`config.mk`:
```
export PLATFORM = sky130hd
export DESIGN_NAME = data_memory_mmio
export DESIGN_NICKNAME = d
export VERILOG_FILES = /design/src/rtl/data_memory_mmio_pkg.sv /design/src/rtl/data_memory_mmio_timer.sv /design/src/rtl/data_memory_mmio.sv
export SDC_FILE = /design/constraint.sdc
export NUM_CORES = 2
export LEC_CHECK = 0
export BUFFER_PORTS_ARGS = -buffer_cell sky130_fd_sc_hd__clkbuf_2
export CORE_MARGIN = 2
export CORE_UTILIZATION = 53
export DETAILED_ROUTE_END_ITERATION = 16
export PLACE_DENSITY = 0.81
export SETUP_SLACK_MARGIN = 0.3
export SLEW_MARGIN = 15
export SYNTH_ARGS = -nofsm -noshare
export SYNTH_HDL_FRONTEND = slang
export SYNTH_SLANG_ARGS = --single-unit
```
`constraint.sdc`:
```
create_clock -name clk -period 67.3 [get_ports clk]
set_clock_uncertainty 0.15 [all_clocks]
set_input_delay 3.365 -clock clk [delete_from_list [all_inputs] [get_ports clk]]
set_output_delay 3.365 -clock clk [all_outputs]
set_load 0.01 [all_outputs]
```
`src/rtl/data_memory_mmio_pkg.sv`:
```
// data_memory_mmio_pkg: IO page map, status bits and timer states.
package data_memory_mmio_pkg;
  localparam logic [31:0] IO_BASE = 32'h8000_0000;
  localparam logic [3:0] OFF_GPIO = 4'h0;
  localparam logic [3:0] OFF_CYCLES = 4'h4;
  localparam logic [3:0] OFF_TIMER = 4'h8;
  localparam logic [3:0] OFF_STATUS = 4'hC;
  localparam int STAT_EXPIRED = 0;
  localparam int STAT_RUNNING = 1;
  typedef enum logic {IDLE, RUN} timer_state_e;
  function automatic logic [1:0] reg_idx(input logic [3:0] off);
    return off[3:2];
  endfunction
endpackage

```
`src/rtl/data_memory_mmio_timer.sv`:
```
// mmio_timer: one-shot down counter with sticky expiry flag.
module mmio_timer
  import data_memory_mmio_pkg::*;
#(
  parameter int W = 32
) (
  input  logic         clk,
  input  logic         rst,
  input  logic         load_i,
  input  logic [W-1:0] load_val_i,
  input  logic         clr_i,
  output logic [W-1:0] count_o,
  output logic         running_o,
  output logic         expired_o
);
  timer_state_e state_q;
  logic [W-1:0] count_q;
  logic expired_q;
  always_ff @(posedge clk or posedge rst)
    if (rst) begin
      state_q <= IDLE;
      count_q <= '0;
      expired_q <= 1'b0;
    end else begin
      if (load_i) begin
        count_q <= load_val_i;
        state_q <= load_val_i != '0 ? RUN : IDLE;
      end else if (state_q == RUN) begin
        count_q <= count_q - W'(1);
        state_q <= count_q == W'(1) ? IDLE : RUN;
      end
      // a reload masks expiry; expiry beats a same-edge clear
      if (!load_i && state_q == RUN && count_q == W'(1)) expired_q <= 1'b1;
      else if (clr_i) expired_q <= 1'b0;
    end
  assign count_o = count_q;
  assign running_o = state_q == RUN;
  assign expired_o = expired_q;
endmodule

```
`src/rtl/data_memory_mmio.sv`:
```
// data_memory_mmio: word RAM plus GPIO/cycle-counter/timer IO page, combinational reads.
module data_memory_mmio
  import data_memory_mmio_pkg::*;
#(
  parameter int Data_Width = 32,
  parameter int Mem_Depth = 64,
  parameter int Timer_Width = 32
) (
  input  logic                  clk,
  input  logic                  reset,
  input  logic                  Mem_Write,
  input  logic [Data_Width-1:0] Address,
  input  logic [Data_Width-1:0] Write_Data,
  output logic [Data_Width-1:0] Read_Data,
  output logic [Data_Width-1:0] GPIO_Out,
  output logic                  Timer_Irq
);
  localparam int AW = $clog2(Mem_Depth);
  logic [Data_Width-1:0] ram_q [Mem_Depth];
  logic [Data_Width-1:0] gpio_q, gpio_d, cycles_q, cycles_d, status, io_rd;
  logic [Timer_Width-1:0] count;
  logic running, expired, is_ram, io_ok, unused_addr;
  logic [1:0] sel;
  logic [AW-1:0] idx;
  assign is_ram = ~Address[Data_Width-1];
  assign io_ok = Address[Data_Width-1:4] == (Data_Width-4)'(IO_BASE >> 4);
  assign sel = Address[3:2];
  assign idx = Address[AW+1:2];
  assign unused_addr = ^Address[1:0];
  assign cycles_d = cycles_q + Data_Width'(1);
  mmio_timer #(.W(Timer_Width)) u_timer (
    .clk,
    .rst(reset),
    .load_i(Mem_Write && io_ok && sel == reg_idx(OFF_TIMER)),
    .load_val_i(Write_Data[Timer_Width-1:0]),
    .clr_i(Mem_Write && io_ok && sel == reg_idx(OFF_STATUS) && Write_Data[STAT_EXPIRED]),
    .count_o(count),
    .running_o(running),
    .expired_o(expired)
  );
  always_comb begin
    status = '0;
    status[STAT_RUNNING] = running;
    status[STAT_EXPIRED] = expired;
    io_rd = sel == reg_idx(OFF_GPIO) ? gpio_q :
            sel == reg_idx(OFF_CYCLES) ? cycles_q :
            sel == reg_idx(OFF_TIMER) ? Data_Width'(count) : status;
    Read_Data = is_ram ? ram_q[idx] : io_ok ? io_rd : '0;
    gpio_d = Mem_Write && io_ok && sel == reg_idx(OFF_GPIO) ? Write_Data : gpio_q;
  end
  always_ff @(posedge clk or posedge reset)
    if (reset) begin
      for (int i = 0; i < Mem_Depth; i++) ram_q[i] <= '0;
      gpio_q <= '0;
      cycles_q <= '0;
    end else begin
      if (Mem_Write && is_ram) ram_q[idx] <= Write_Data;
      gpio_q <= gpio_d;
      cycles_q <= cycles_d;
    end
  assign GPIO_Out = gpio_q;
  assign Timer_Irq = expired;
endmodule
```
==> results.json <==
{
  "ys_seq_area_share_pct": 54.3,
  "die_h_um": 436,
  "synth_largest_area_cell": "dfrtp_1",
  "switchingPower_uw": 717,
  "drc": 0,
  "grtUsageMet3_pct": 9.36,
  "pre_cts_slack_ps": 54500,
  "yosysMostFrequentCell": "dfrtp_1",
  "area_growth_pct": 9.83,
  "rsz0062_at_grt": "no",
  "path_depth": 10,
  "dieArea_mm2": 0.190,
  "start_util_pct": 53.3,
  "synthFlopType": "dfrtp_1",
  "post-route-min-period_ps": 12690,
  "yosysUniqueCellTypes": 73,
  "wirelength_um": 309000,
  "clk_latency_ps": 890,
  "holdPathEnd": "cycles_q[22]",
  "syn_area_mm2": 0.0989,
  "synth_edf_count": 0,
  "power.leakage_uw": 0.0515,
  "htreeDepth": 4,
  "intPower_uw": 2220,
  "via_per_inst": 6.84,
  "yosysWarnings": 0,
  "ys_ff_latch": 2146,
  "fin_nets": 6553,
  "cp_slowest_cell": "buf_4",
  "path_cells": "buf_8 -> buf_4 -> buf_12 -> buf_4 -> buf_12 -> mux4_2 -> mux4_2 -> a211oi_1 -> o21ai_0 -> clkbuf_2",
  "hold_start": "cycles_q[22]",
  "drive_above_1_share_pct": 49.6,
  "postSynthAreaPerCell_um2": 15.0,
  "ant_nets": 0,
  "place_area_mm2": 0.102,
  "gp_congestion": 0.929,
  "critPathLaunchType": "input pin",
  "finalCritPeriodShare_pct": 18.9,
  "netlist_top_cells_area": "dfrtp_1, mux2_2, mux4_2",
  "maxClockFrequency_mhz": 78.8,
  "netlist_instances": 6598,
  "status": "completed",
  "reg2regPathDepth": 8,
  "numCtsBuffers": 208,
  "track_usage_pct": 32.5,
  "synth-async-reset-ratio_pct": 100,
  "ir_drop_mv": 0.0280,
  "setup_tns_ps": 0,
  "die_w_um": 436,
  "cts.repair.resized": 0,
  "rows": 158,
  "io_pins": 132,
  "min_path_type": "register to register",
  "holdPathStages": 1,
  "use_met2_pct": 47.7,
  "synth_common_cells": "dfrtp_1, mux2_2, mux4_2",
  "rr_startpoint": "u_timer.count_o[0]",
  "wl_per_cell_um": 33.9,
  "use_met1_pct": 42.3,
  "cts_setup_buffers": 0,
  "antenna_found_initial": 18,
  "clockRootBuffer": "clkbuf_16",
  "cts.sinks": 2146,
  "crit_fanout": 97,
  "cp_num_buf_inv": 6,
  "hold_buffers": 0,
  "drt_iter0_drc": 7988,
  "io_buffers": 129,
  "p_comb_share_pct": 10.1,
  "crit_type": "input pin to output port",
  "rr_endpoint": "u_timer.count_o[26]",
  "grt_busiest_layer": "met2",
  "cap_violations": 0,
  "p_per_area_mw_per_mm2": 27.1,
  "swShare_pct": 24.4,
  "core_area_mm2": 0.185,
  "placed_cells": 8752,
  "grt_pass1_vias": 63876,
  "yosysTopAreaCellShare_pct": 54.3,
  "dp_hpwl_um": 181000,
  "setup_slack_ps": 54610,
  "cts_tree": "built",
  "cp.required_ps": 63780,
  "cp_slowest_stage_delay_ps": 840,
  "clkPwrFrac_pct": 40.8,
  "whs_ps": 338,
  "fin_area_mm2": 0.109,
  "syn-num-nets": 6668,
  "fin_cells": 9130,
  "setup_viol": 0,
  "p_seq_share_pct": 49.1,
  "firstDrtPassIters": 9,
  "cp_top_family": "buffers and inverters",
  "grt_overflow_total": 0,
  "vias": 62415,
  "relSlewSlack_pct": 12.4,
  "hold_viol": 0,
  "r2r_slack_ps": 63140,
  "clk_path_buf_depth": 3,
  "worst_slew_pin_slew_ps": 1310,
  "grt_max_degree": 184,
  "cp.arrival_ps": 9170,
  "worstSetupEndpointType": "output port",
  "slew_viol_final": 0,
  "grt_pass1_wl_um": 448000,
  "path_clk_slew_ps": 60
}
power by group through the flow:
stage / Clock [uW] / Sequential (uW) / Combinational [uW]
global route: 1260 / 1450 / 314
detailed placement: 0 / 1460 / 292
CTS: 1210 / 1440 / 295
finish: 1200 / 1440 / 297
global placement: 0 / 1450 / 281
floorplan: 0 / 1460 / 220
placed cells by master (no fill, tap or decap), types with 57 or more instances in the layout:
cell / instances
dfrtp_1: 2146
mux2_2: 2107
mux4_2: 452
mux2i_1: 232
clkbuf_16: 212
buf_4: 179
nand2_1: 175
clkbuf_2: 125
a21oi_1: 88
nor2_1: 75
nand3_1: 69
o21ai_0: 57
how the worst max path moves through the flow:
| stage | from | end |
|---|---|---|
| after floorplan | reset | GPIO_Out[0] |
| after global routing | Address[2] | Read_Data[2] |
| after CTS | Address[2] | Read_Data[2] |
| after detailed placement | Address[2] | Read_Data[2] |
| final | Address[2] | Read_Data[2] |
| after global placement | Address[2] | Read_Data[2] |
layer usage:
metal  vias to the layer above  share of wire [%]
li1                      24098                  -
met1                     33297                 37
met2                      3915                 45
met3                      1089                 11
met4                        16                7.4
met5                         -              0.030
metrics by stage:
stage	power [uW]	util (%)
finish	2940	58.6
global route	3020	58.6
CTS	2940	58.6
detailed placement	1760	54.8
global placement	1730	54.8
floorplan	1680	-
layout make-up:
cell class / count / area (um2)
flip-flops and latches: 2146 / 53700
clock inverters: 65 / 827
clock buffers: 303 / 6150
repair buffers: 315 / 2160
diodes: 9 / 22.5
well taps: 2480 / 3100
multi-input cells: 3800 / 42600
inverters: 12 / 60.1
fillers: 13784 / 76800
state kept, by name (all words and copies together) (netlist names):
register,flops
cycles_q,32
u_timer.count_o,32
u_timer.expired_o,1
u_timer.running_o,1
ram_q,2048
GPIO_Out,32
logic make-up after synthesis:
kind of cell	synth area share (%)
muxes	37.0
buffers and inverters	3.04
xor gates and xnor gates	0.531
and+or+nand+nor	2.66
AOI/OAI and AO/OA	2.46
adders and majority gates	0.0380
DFF	54.3
Power figures use the tool's default switching activity.
